File: config.mk
export PLATFORM = sky130hd
export DESIGN_NAME = cache_ctrl
export DESIGN_NICKNAME = d
export VERILOG_FILES = /design/src/rtl/cache_pkg.sv /design/src/rtl/cache_data_array.sv /design/src/rtl/cache_ctrl.sv
export SDC_FILE = /design/constraint.sdc
export NUM_CORES = 2
export LEC_CHECK = 0
export CORE_MARGIN = 2
export CORE_UTILIZATION = 42
export CTS_CLUSTER_SIZE = 28
export DETAILED_ROUTE_END_ITERATION = 7
export GPL_TIMING_DRIVEN = 0
export PLACE_DENSITY_LB_ADDON = 0.25
export SLEW_MARGIN = 15
export SYNTH_ARGS = -nofsm -noshare
export SYNTH_HDL_FRONTEND = slang
export SYNTH_SLANG_ARGS = --single-unit
File: constraint.sdc
create_clock -name clk -period 9.3 [get_ports clk]
set_input_delay 1.86 -clock clk [delete_from_list [all_inputs] [get_ports clk]]
set_output_delay 1.86 -clock clk [all_outputs]
set_load 0.005 [all_outputs]
File: src/rtl/cache_pkg.sv
// -----------------------------------------------------------------------------
// cache_pkg
// Shared types and sizing helpers for the direct-mapped cache controller.
//   cache_state_t : controller FSM state encoding (also exported for debug)
//   OFF_W / WORDS : block offset width and words per block
//   idx_width / tag_width / off_width / cnt_width : field width helpers
// -----------------------------------------------------------------------------
package cache_pkg;

  typedef enum logic [1:0] {
    ST_IDLE  = 2'd0,
    ST_FETCH = 2'd1,
    ST_WRITE = 2'd2,
    ST_RESP  = 2'd3
  } cache_state_t;

  localparam int OFF_W = 2;
  localparam int WORDS = 4;

  // Index width; a single-line cache still needs a 1-bit index vector.
  function automatic int idx_width(input int lines);
    return (lines > 1) ? $clog2(lines) : 1;
  endfunction

  // Tag is whatever remains of the word address above index and offset.
  function automatic int tag_width(input int aw, input int lines);
    return aw - idx_width(lines) - OFF_W;
  endfunction

  function automatic int off_width();
    return OFF_W;
  endfunction

  // Latency counter must hold 0..lat inclusive.
  function automatic int cnt_width(input int lat);
    return (lat > 0) ? $clog2(lat + 1) : 1;
  endfunction

endpackage

File: src/rtl/cache_data_array.sv
// -----------------------------------------------------------------------------
// cache_data_array
// Valid / tag / data storage for a direct-mapped cache with 4-word blocks.
//   clk, rst                       : clock, async active-high clear of valid bits
//   rd_idx -> rd_valid/rd_tag/rd_block : combinational read of one line
//   fill_en/fill_idx/fill_tag/fill_block : whole-line refill, sets valid + tag
//   wr_en/wr_idx/wr_off/wr_data    : single-word update of a resident line
// Fill and word-write are never requested in the same cycle by the controller.
// -----------------------------------------------------------------------------
module cache_data_array
  import cache_pkg::*;
#(
  parameter int WIDTH = 32,
  parameter int LINES = 16,
  parameter int TW    = 4,
  parameter int IW    = 4
) (
  input  logic                   clk,
  input  logic                   rst,
  input  logic [IW-1:0]          rd_idx,
  output logic                   rd_valid,
  output logic [TW-1:0]          rd_tag,
  output logic [WORDS*WIDTH-1:0] rd_block,
  input  logic                   fill_en,
  input  logic [IW-1:0]          fill_idx,
  input  logic [TW-1:0]          fill_tag,
  input  logic [WORDS*WIDTH-1:0] fill_block,
  input  logic                   wr_en,
  input  logic [IW-1:0]          wr_idx,
  input  logic [OFF_W-1:0]       wr_off,
  input  logic [WIDTH-1:0]       wr_data
);

  logic [LINES-1:0]       valid_q;
  logic [TW-1:0]          tag_q  [LINES];
  logic [WORDS*WIDTH-1:0] data_q [LINES];

  // Only the valid bits need clearing; tag/data contents are don't-care
  // until a line becomes valid again.
  always_ff @(posedge clk or posedge rst) begin
    if (rst) begin
      valid_q <= '0;
    end else if (fill_en) begin
      valid_q[fill_idx] <= 1'b1;
    end
  end

  always_ff @(posedge clk) begin
    if (fill_en) begin
      tag_q[fill_idx]  <= fill_tag;
      data_q[fill_idx] <= fill_block;
    end else if (wr_en) begin
      data_q[wr_idx][int'(wr_off)*WIDTH +: WIDTH] <= wr_data;
    end
  end

  always_comb begin
    rd_valid = valid_q[rd_idx];
    rd_tag   = tag_q[rd_idx];
    rd_block = data_q[rd_idx];
  end

endmodule

File: src/rtl/cache_ctrl.sv
// -----------------------------------------------------------------------------
// cache_ctrl
// Direct-mapped, write-through, no-write-allocate cache between the core data
// port and a fixed-latency main memory (no ready signal; timed internally).
//   clk, rst        : clock, async active-high reset
//   cpu_req/cpu_we/cpu_addr/cpu_wdata : core request (word address)
//   cpu_rdata       : load data, valid when cpu_stall=0 on a load, else 0
//   cpu_stall       : core must hold its request while high
//   mem_ren/mem_wen/mem_addr/mem_wdata : block-read / word-write to main_mem
//   mem_rblock      : returned 4-word block, word k at [k*WIDTH +: WIDTH]
//   dbg_state       : current FSM state
//   hit_cnt/miss_cnt: load hit/miss counters, present only with the
//                     CACHE_STATS_EN macro defined
//
// Core handshake: the core raises cpu_req with a stable command. A request
// completes in the first cycle where cpu_req=1 and cpu_stall=0; the core may
// then present a new request (or drop cpu_req) after that rising edge. While
// cpu_stall=1 the core must hold cpu_req/cpu_we/cpu_addr/cpu_wdata unchanged.
// -----------------------------------------------------------------------------
module cache_ctrl
  import cache_pkg::*;
#(
  parameter int WIDTH   = 32,
  parameter int DEPTH   = 1024,
  parameter int LINES   = 16,
  parameter int MEM_LAT = 4,
  parameter int AW      = $clog2(DEPTH)
) (
  input  logic                   clk,
  input  logic                   rst,
  input  logic                   cpu_req,
  input  logic                   cpu_we,
  input  logic [AW-1:0]          cpu_addr,
  input  logic [WIDTH-1:0]       cpu_wdata,
  output logic [WIDTH-1:0]       cpu_rdata,
  output logic                   cpu_stall,
  output logic                   mem_ren,
  output logic                   mem_wen,
  output logic [AW-1:0]          mem_addr,
  output logic [WIDTH-1:0]       mem_wdata,
  input  logic [WORDS*WIDTH-1:0] mem_rblock,
  output cache_state_t           dbg_state
`ifdef CACHE_STATS_EN
  ,
  output logic [31:0]            hit_cnt,
  output logic [31:0]            miss_cnt
`endif
);

  localparam int IW = idx_width(LINES);
  localparam int TW = tag_width(AW, LINES);
  localparam int CW = cnt_width(MEM_LAT);
  localparam logic [CW-1:0] LAST_CNT = CW'(MEM_LAT);

  // Address fields.
  logic [TW-1:0]    addr_tag;
  logic [IW-1:0]    addr_idx;
  logic [OFF_W-1:0] addr_off;

  assign addr_tag = cpu_addr[AW-1 -: TW];
  assign addr_idx = cpu_addr[OFF_W +: IW];
  assign addr_off = cpu_addr[OFF_W-1:0];

  // Line lookup.
  logic                   line_valid;
  logic [TW-1:0]          line_tag;
  logic [WORDS*WIDTH-1:0] line_block;
  logic                   hit;
  logic [WIDTH-1:0]       line_word;

  assign hit       = line_valid && (line_tag == addr_tag);
  assign line_word = line_block[int'(addr_off)*WIDTH +: WIDTH];

  // FSM / counter state.
  cache_state_t  state_q, state_d;
  logic [CW-1:0] cnt_q, cnt_d;

  // Raw (pre-reset-gating) outputs and array controls.
  logic             stall_c;
  logic [WIDTH-1:0] rdata_c;
  logic             ren_c;
  logic             wen_c;
  logic [AW-1:0]    maddr_c;
  logic [WIDTH-1:0] mwdata_c;
  logic             fill_c;
  logic             wr_hit_c;
  logic             load_hit_c;
  logic             load_miss_c;

  always_ff @(posedge clk or posedge rst) begin
    if (rst) begin
      state_q <= ST_IDLE;
      cnt_q   <= '0;
    end else begin
      state_q <= state_d;
      cnt_q   <= cnt_d;
    end
  end

  always_comb begin
    state_d     = state_q;
    cnt_d       = '0;
    stall_c     = 1'b0;
    rdata_c     = '0;
    ren_c       = 1'b0;
    wen_c       = 1'b0;
    maddr_c     = '0;
    mwdata_c    = '0;
    fill_c      = 1'b0;
    wr_hit_c    = 1'b0;
    load_hit_c  = 1'b0;
    load_miss_c = 1'b0;

    unique case (state_q)
      ST_IDLE: begin
        if (cpu_req) begin
          if (cpu_we) begin
            // Write-through: a resident word is updated now, memory later.
            stall_c  = 1'b1;
            wr_hit_c = hit;
            state_d  = ST_WRITE;
          end else if (hit) begin
            rdata_c    = line_word;
            load_hit_c = 1'b1;
          end else begin
            stall_c     = 1'b1;
            load_miss_c = 1'b1;
            state_d     = ST_FETCH;
          end
        end
      end

      ST_FETCH: begin
        stall_c = 1'b1;
        ren_c   = 1'b1;
        maddr_c = {addr_tag, addr_idx, {OFF_W{1'b0}}};
        if (cnt_q == LAST_CNT) begin
          // Memory data is valid on the edge ending the last strobe cycle.
          fill_c  = 1'b1;
          state_d = ST_RESP;
        end else begin
          cnt_d = cnt_q + 1'b1;
        end
      end

      ST_WRITE: begin
        stall_c  = 1'b1;
        wen_c    = 1'b1;
        maddr_c  = cpu_addr;
        mwdata_c = cpu_wdata;
        if (cnt_q == LAST_CNT) begin
          state_d = ST_RESP;
        end else begin
          cnt_d = cnt_q + 1'b1;
        end
      end

      ST_RESP: begin
        // Completion cycle: the held request is answered, not re-decoded.
        if (!cpu_we) begin
          rdata_c = line_word;
        end
        state_d = ST_IDLE;
      end

      default: begin
        state_d = ST_IDLE;
      end
    endcase
  end

  cache_data_array #(
    .WIDTH (WIDTH),
    .LINES (LINES),
    .TW    (TW),
    .IW    (IW)
  ) u_array (
    .clk        (clk),
    .rst        (rst),
    .rd_idx     (addr_idx),
    .rd_valid   (line_valid),
    .rd_tag     (line_tag),
    .rd_block   (line_block),
    .fill_en    (fill_c && !rst),
    .fill_idx   (addr_idx),
    .fill_tag   (addr_tag),
    .fill_block (mem_rblock),
    .wr_en      (wr_hit_c && !rst),
    .wr_idx     (addr_idx),
    .wr_off     (addr_off),
    .wr_data    (cpu_wdata)
  );

  // Outputs are forced low while reset is asserted, independent of cpu_req,
  // so memory strobes drop the moment reset arrives.
  assign cpu_stall = rst ? 1'b0 : stall_c;
  assign cpu_rdata = rst ? '0   : rdata_c;
  assign mem_ren   = rst ? 1'b0 : ren_c;
  assign mem_wen   = rst ? 1'b0 : wen_c;
  assign mem_addr  = rst ? '0   : maddr_c;
  assign mem_wdata = rst ? '0   : mwdata_c;
  assign dbg_state = state_q;

`ifdef CACHE_STATS_EN
  always_ff @(posedge clk or posedge rst) begin
    if (rst) begin
      hit_cnt  <= '0;
      miss_cnt <= '0;
    end else begin
      if (load_hit_c) begin
        hit_cnt <= hit_cnt + 32'd1;
      end
      if (load_miss_c) begin
        miss_cnt <= miss_cnt + 32'd1;
      end
    end
  end
`else
  logic stats_unused;
  assign stats_unused = load_hit_c ^ load_miss_c;
`endif

endmodule

## Word level (Yosys, flattened, before mapping)

Memories as Yosys holds them, arrays and structs flattened.
Index checks and enable logic that the tools add are counted.

- Bits in registers: 21
- Memory bits (writable): 2112
- Input bits: 174
- Output and inout bits: 79
- Logic and storage cells: 325
- Memories kept: 2

- Add/sub/neg operators: 2
- Magnitude comparators: 2
- Equal/unequal tests: 8
- Shift-type cells: 3
- Mux-type cells: 168
- Bitwise operators: 129
- Reductions and logical operators: 8

Memories:

| memory | depth | width | read ports | clocked after memory_dff | write ports | RTL line | text |
|---|---|---|---|---|---|---|---|
| u_array.data_q | 16 | 128 | 1 | 0 | 1 | cache_data_array.sv:36 | `logic [WORDS*WIDTH-1:0] data_q [LINES];` |
| u_array.tag_q | 16 | 4 | 1 | 0 | 1 | cache_data_array.sv:35 | `logic [TW-1:0] tag_q [LINES];` |

Operators by type and width:

| operator | number |
|---|---|
| $mux 32 | 7 |
| $mux 1 | 147 |
| $mux 128 | 1 |
| $or 1x1->1 | 128 |
| $shift 32x33->128 const A | 1 |
| $shiftx 128x8->32 | 1 |
| $shiftx 32x33->128 | 1 |
| $pmux 32 s2 | 1 |
| $neg 7->33 | 1 |
| $pmux 10 s2 | 1 |
| $or 16x16->16 | 1 |
| $mux 10 | 1 |
| $mux 2 | 4 |
| $mux 3 | 2 |
| $pmux 2 s3 | 1 |
| $lt 4x5->1 const B | 1 |
| $bmux 1 s4 | 1 |
| $demux 1 s4 | 1 |
| $eq 2x2->1 const B | 2 |
| $eq 4x4->1 | 1 |
| $ge 4x1->1 const B | 1 |
| $logic_and 1x1->1 | 4 |
| $add 3x1->3 const B | 1 |
| $eq 3x3->1 const B | 1 |
| 9 further kinds | 9 |

## Depth between registers and ports, before layout

- Depth after elaboration: 11
- Depth in mapped cells: 12
- Gate-level depth less buffers: 8

## Modules after synthesis

From an unflattened synthesis, not the netlist that was laid out.

- Cell total of the unflattened synthesis: 3923
- Area total of the unflattened synthesis: 84604.9 um^2

Modules (own cells, without submodules):

| module | instances | cells each | area an instance (um^2) | sequential area each (um^2) |
|---|---|---|---|---|
| cache_data_array | 1 | 3744 | 82756.9 | 63821.2 |
| cache_ctrl | 1 | 179 | 1848.0 | 125.1 |

## Worst setup path before layout

No wires, ideal clock.

- Path type: input to output
- From: in cpu_addr[2]
- To: out cpu_rdata[0]
- Arrival: 4461 ps
- Data required time: 7440 ps
- Setup slack: 2979 ps
- Stages: 8
- Path buffers: 4
- Cell sequence: buf_6 buf_6 buf_6 buf_1 mux4_2 mux4_2 mux4_2 and3_1

- Word-level cells in the longest chain between the ends: 8
- Elaborated cells on any way between the ends: 13
- Those cells by class: eq/ne (1); shift (1); mux (8); reduce/logical (1); memory (2)

RTL lines:

| item | RTL line | text |
|---|---|---|
| start: declaration | cache_ctrl.sv:33 | `input logic [AW-1:0] cpu_addr,` |
| parallel branches: the longest is 6 deep, another holds $mem_v2 16x128 | -- |  |
| $pmux 32 s2 * | cache_ctrl.sv:114 | `unique case (state_q)` |
| $mux 32 * | cache_ctrl.sv:197 | `assign cpu_rdata = rst ? '0 : rdata_c;` |
| end: declaration | cache_ctrl.sv:35 | `output logic [WIDTH-1:0] cpu_rdata,` |

Every way passes the cells marked *. The select of a mux whose other input is x is not followed.

## Worst setup path in the final report

- From: in cpu_addr[3]
- To: out cpu_rdata[1]

The elaborated chain is that of the path after synthesis.

==> reports/metrics.yaml <==
yosys:
  synth_xor_area_share_pct: 0.0625
  synth_area_mm2: 0.0840
  synth_top_cell_area_share_pct: 75.5
  syn_inst: 3738
  synth_cell_type_count: 43
  synth_compound_area_share_pct: 2.12
  ys_dominant_reg_cell: "edfxtp_1"
  synth.area.top_cells: "edfxtp_1 75%, mux4_2 18%, o21ai_0 1.2%"
  ys.warnings.count: 0
  synth_common_cells: "2112 x edfxtp_1, 685 x mux4_2, 205 x o21ai_0"
  yosys_register_bits: 2133
  synth_edf_count: 2112
  synth-simple-area-share_pct: 1.68
  synthAdderAreaFrac_pct: 0.179
  synth_mux_area_share_pct: 18.6
  syn-num-nets: 3924
  synth_seq_area_share_pct: 76.1
  synth_top_family_by_area: "multiplexers"
  synthArstFlopShare_pct: 0.985
  synth_top_cell_by_area: "edfxtp_1"
  syn_area_per_cell_um2: 22.5
  synth.most_common_cell: "edfxtp_1"
clock_network:
  h-tree-depth: 4
  cts_setup_buffers: 0
  clk_pin_slew_ps: 60
  clk_latency_ps: 880
  numCtsBuffers: 210
  root_buffer: "clkbuf_16"
  cts_tree: "done"
  ctsHoldBuffers: 0
  cts_buffer_depth: 3
  cts_sinks: 2133
route:
  avgRoutedWirePerCell_um: 37.7
  via_per_inst: 6.15
  dr.pass1.iters: 6
  num_vias: 44300
  totalWireLength_um: 272000
  drc: 0
  drt_iter0_markers: 6218
  ant_nets: 0
die:
  start_util_pct: 42.2
  num_rows: 164
  io_pins: 253
  die_height_um: 451
  core-area_mm2: 0.199
  die_x_um: 451
  dieArea_mm2: 0.204
setup_path:
  critPathTopFamily: "buffers and inverters"
  crit_fanout: 10
  required_ps: 7440
  crit_end: "cpu_rdata[1]"
  r2r_end: "u_array.data_q[3][34]"
  cp_num_buf_inv: 4
  crit_type: "input port to output port"
  max_stage_delay_ps: 840
  reg2reg_slack_ps: 3920
  cp-startpoint: "cpu_addr[3]"
  path_depth: 11
  arrival_ps: 7560
  slowest_stage: "a211oi_4"
  path_cells: "clkdlybuf4s50_1 > clkbuf_1 > mux4_2 > mux2i_1 > xor2_1 > nand3_1 > a211oi_4 > a22o_1 > clkbuf_1 > and3_1 > clkdlybuf4s50_1"
  ff2ff_path_depth: 11
  endpoint_kind: "output port"
  start_kind: "input port"
  regToRegStartpoint: "u_array.tag_q[15][1]"
final_layout:
  drive_above_1_share_pct: 29.4
  n_fill_cell: 15400
  synthToLayoutAreaGrowth_pct: 20.2
  fin_area_mm2: 0.101
  nets: 4546
  seqCellArea_mm2: 0.0639
  multi_input_area_mm2: 0.0198
run_status:
  violations: "negative setup slack"
  outcome: "finished, violations left"
power_and_ir_drop:
  p_per_area_mw_per_mm2: 204
  p_total_mw: 20.6
  p_leak_nw: 31.1
  ir_worst_vdd_v: 0.000144
run:
  max_cap_viol_count: 0
timing:
  hold_ws_ps: 463
  slew_headroom_pct: 10.6
  finalSetupViolations: 2
  fin_crit_ps: 9420
  tightest_slew_ps: 1340
  hold_viol_final: 0
  report.final.slew_viol_count: 0
  setup_slack_ps: -122
  rsz0062_at_grt: "no"
  timing.final.crit_share_pct: 101
  max_freq_mhz: 106
  finalClockSkew_ps: 30.3
global_route:
  antenna_found_initial: 47
  grt_pass1_wl_um: 366000
  grt_max_degree: 23
  grt_pass1_vias: 43400
  overflow: 0
  track_usage_pct: 26.6
placed_design:
  place_congestion: 0.961
  hpwl_um: 190000
  portBuffers: 251
  placed_area_mm2: 0.0942
worst_hold_path:
  hp-class: "register to register"
[worst min-delay path by stage]
| stage | start | to | slack, ps | cells past startpoint |
|---|---|---|---|---|
| 2_1_floorplan | cnt_q[0] | cnt_q[0] | 430 | 1 |
| 3_5_place_dp | u_array.valid_q[7] | u_array.valid_q[7] | 450 | 1 |
| 3_3_place_gp | cnt_q[0] | cnt_q[0] | 450 | 1 |
| 4_1_cts | u_array.valid_q[7] | u_array.valid_q[7] | 460 | 1 |
| 6_report | cnt_q[0] | cnt_q[0] | 460 | 1 |
| 5_1_grt | u_array.valid_q[7] | u_array.valid_q[7] | 480 | 1 |
[through the flow]
stage               util [%]  setup WS (ps)  instances  setup TNS (ps)
finish                  50.7           -122       7214            -232
global route            50.7           54.4       7190               0
CTS                     50.6            114       7186               0
detailed placement      47.3          -70.0       6802           -96.6
global placement        45.1          -1950       6645        -2848750
floorplan                  -           2980       3738               0
[cells in the final DEF, fill, tap and decap left out, types with 4 or more instances in the layout]
cell	count
nand3_1	13
clkbuf_2	23
clkdlybuf4s50_1	241
clkbuf_16	214
edfxtp_1	2112
ha_1	12
xor2_1	5
buf_4	28
mux2i_1	21
nand2_1	144
clkinv_1	43
clkinv_2	37
o21ai_2	9
buf_8	4
nor2_1	26
diode_2	26
buf_12	18
o21ai_0	129
and2_1	41
dfrtp_1	21
buf_2	64
clkinvlp_4	10
bufinv_16	19
and3_1	36
buf_6	9
mux4_2	685
o21ai_1	119
a22oi_1	7
inv_6	9
buf_16	109
nor2b_1	6
a21oi_4	64
buf_1	7
inv_1	8
or2_2	16
clkbuf_1	184
[timing repair]
| item | in CTS | in global routing |
|---|---|---|
| endpoints found under the setup margin | 2 | 2 |
| gates resized for setup | 1 | 1 |
| pin swaps | 0 | 0 |
[kinds of logic (layout without fill, tap and decap cells)]
group,count (synthesis),count (layout)
compound gates,343,343
xor+xnor,6,6
fa+ha+maj,12,12
buf+inv,243,1037
flops,2133,2133
mux,706,706
other cells,0,26
simple gates,295,295
[worst register-to-register path, stage by stage (launching register included)]
cell and delay, ps:
edfxtp_1 370, mux4_2 490, mux2i_1 190, xor2_1 170
nand3_1 200, a211oi_4 840, nand3_1 520, clkbuf_1 490
clkbuf_1 570, a21oi_4 770, buf_16 240, buf_16 190
[where the power goes]
| group | leakage [nW] | switching (mW) | internal [mW] |
|---|---|---|---|
| Combinational | 8.60 | 0.976 | 0.588 |
| Clock | 3.27 | 3.66 | 4.76 |
| Sequential | 19.3 | 0.0210 | 10.6 |
[per-layer routing]
metal	share of wire, %	vias to the layer above	global-route usage, %
met2	47	2645	41.7
met3	9.8	664	6.51
met1	35	23800	32.8
met4	8.3	24	18.5
li1	-	17200	-
met5	0.055	-	0
[state kept, by name, indices dropped and copies added (netlist names)]
register / flops
cnt_q: 3
dbg_state: 2
u_array.data_q: 2048
u_array.tag_q: 64
u_array.valid_q: 16
[cell type report]
type | instances | area share, %
timing repair buffer | 410 | 6.04
inverter | 10 | 0.0372
antenna | 26 | 0.0644
clock inverter | 123 | 1.14
multi-input combinational | 1362 | 19.6
clock buffer | 261 | 5.51
sequential | 2133 | 63.3
tap | 2656 | 3.29
buffer | 233 | 1.02
Power figures use the tool's default switching activity.
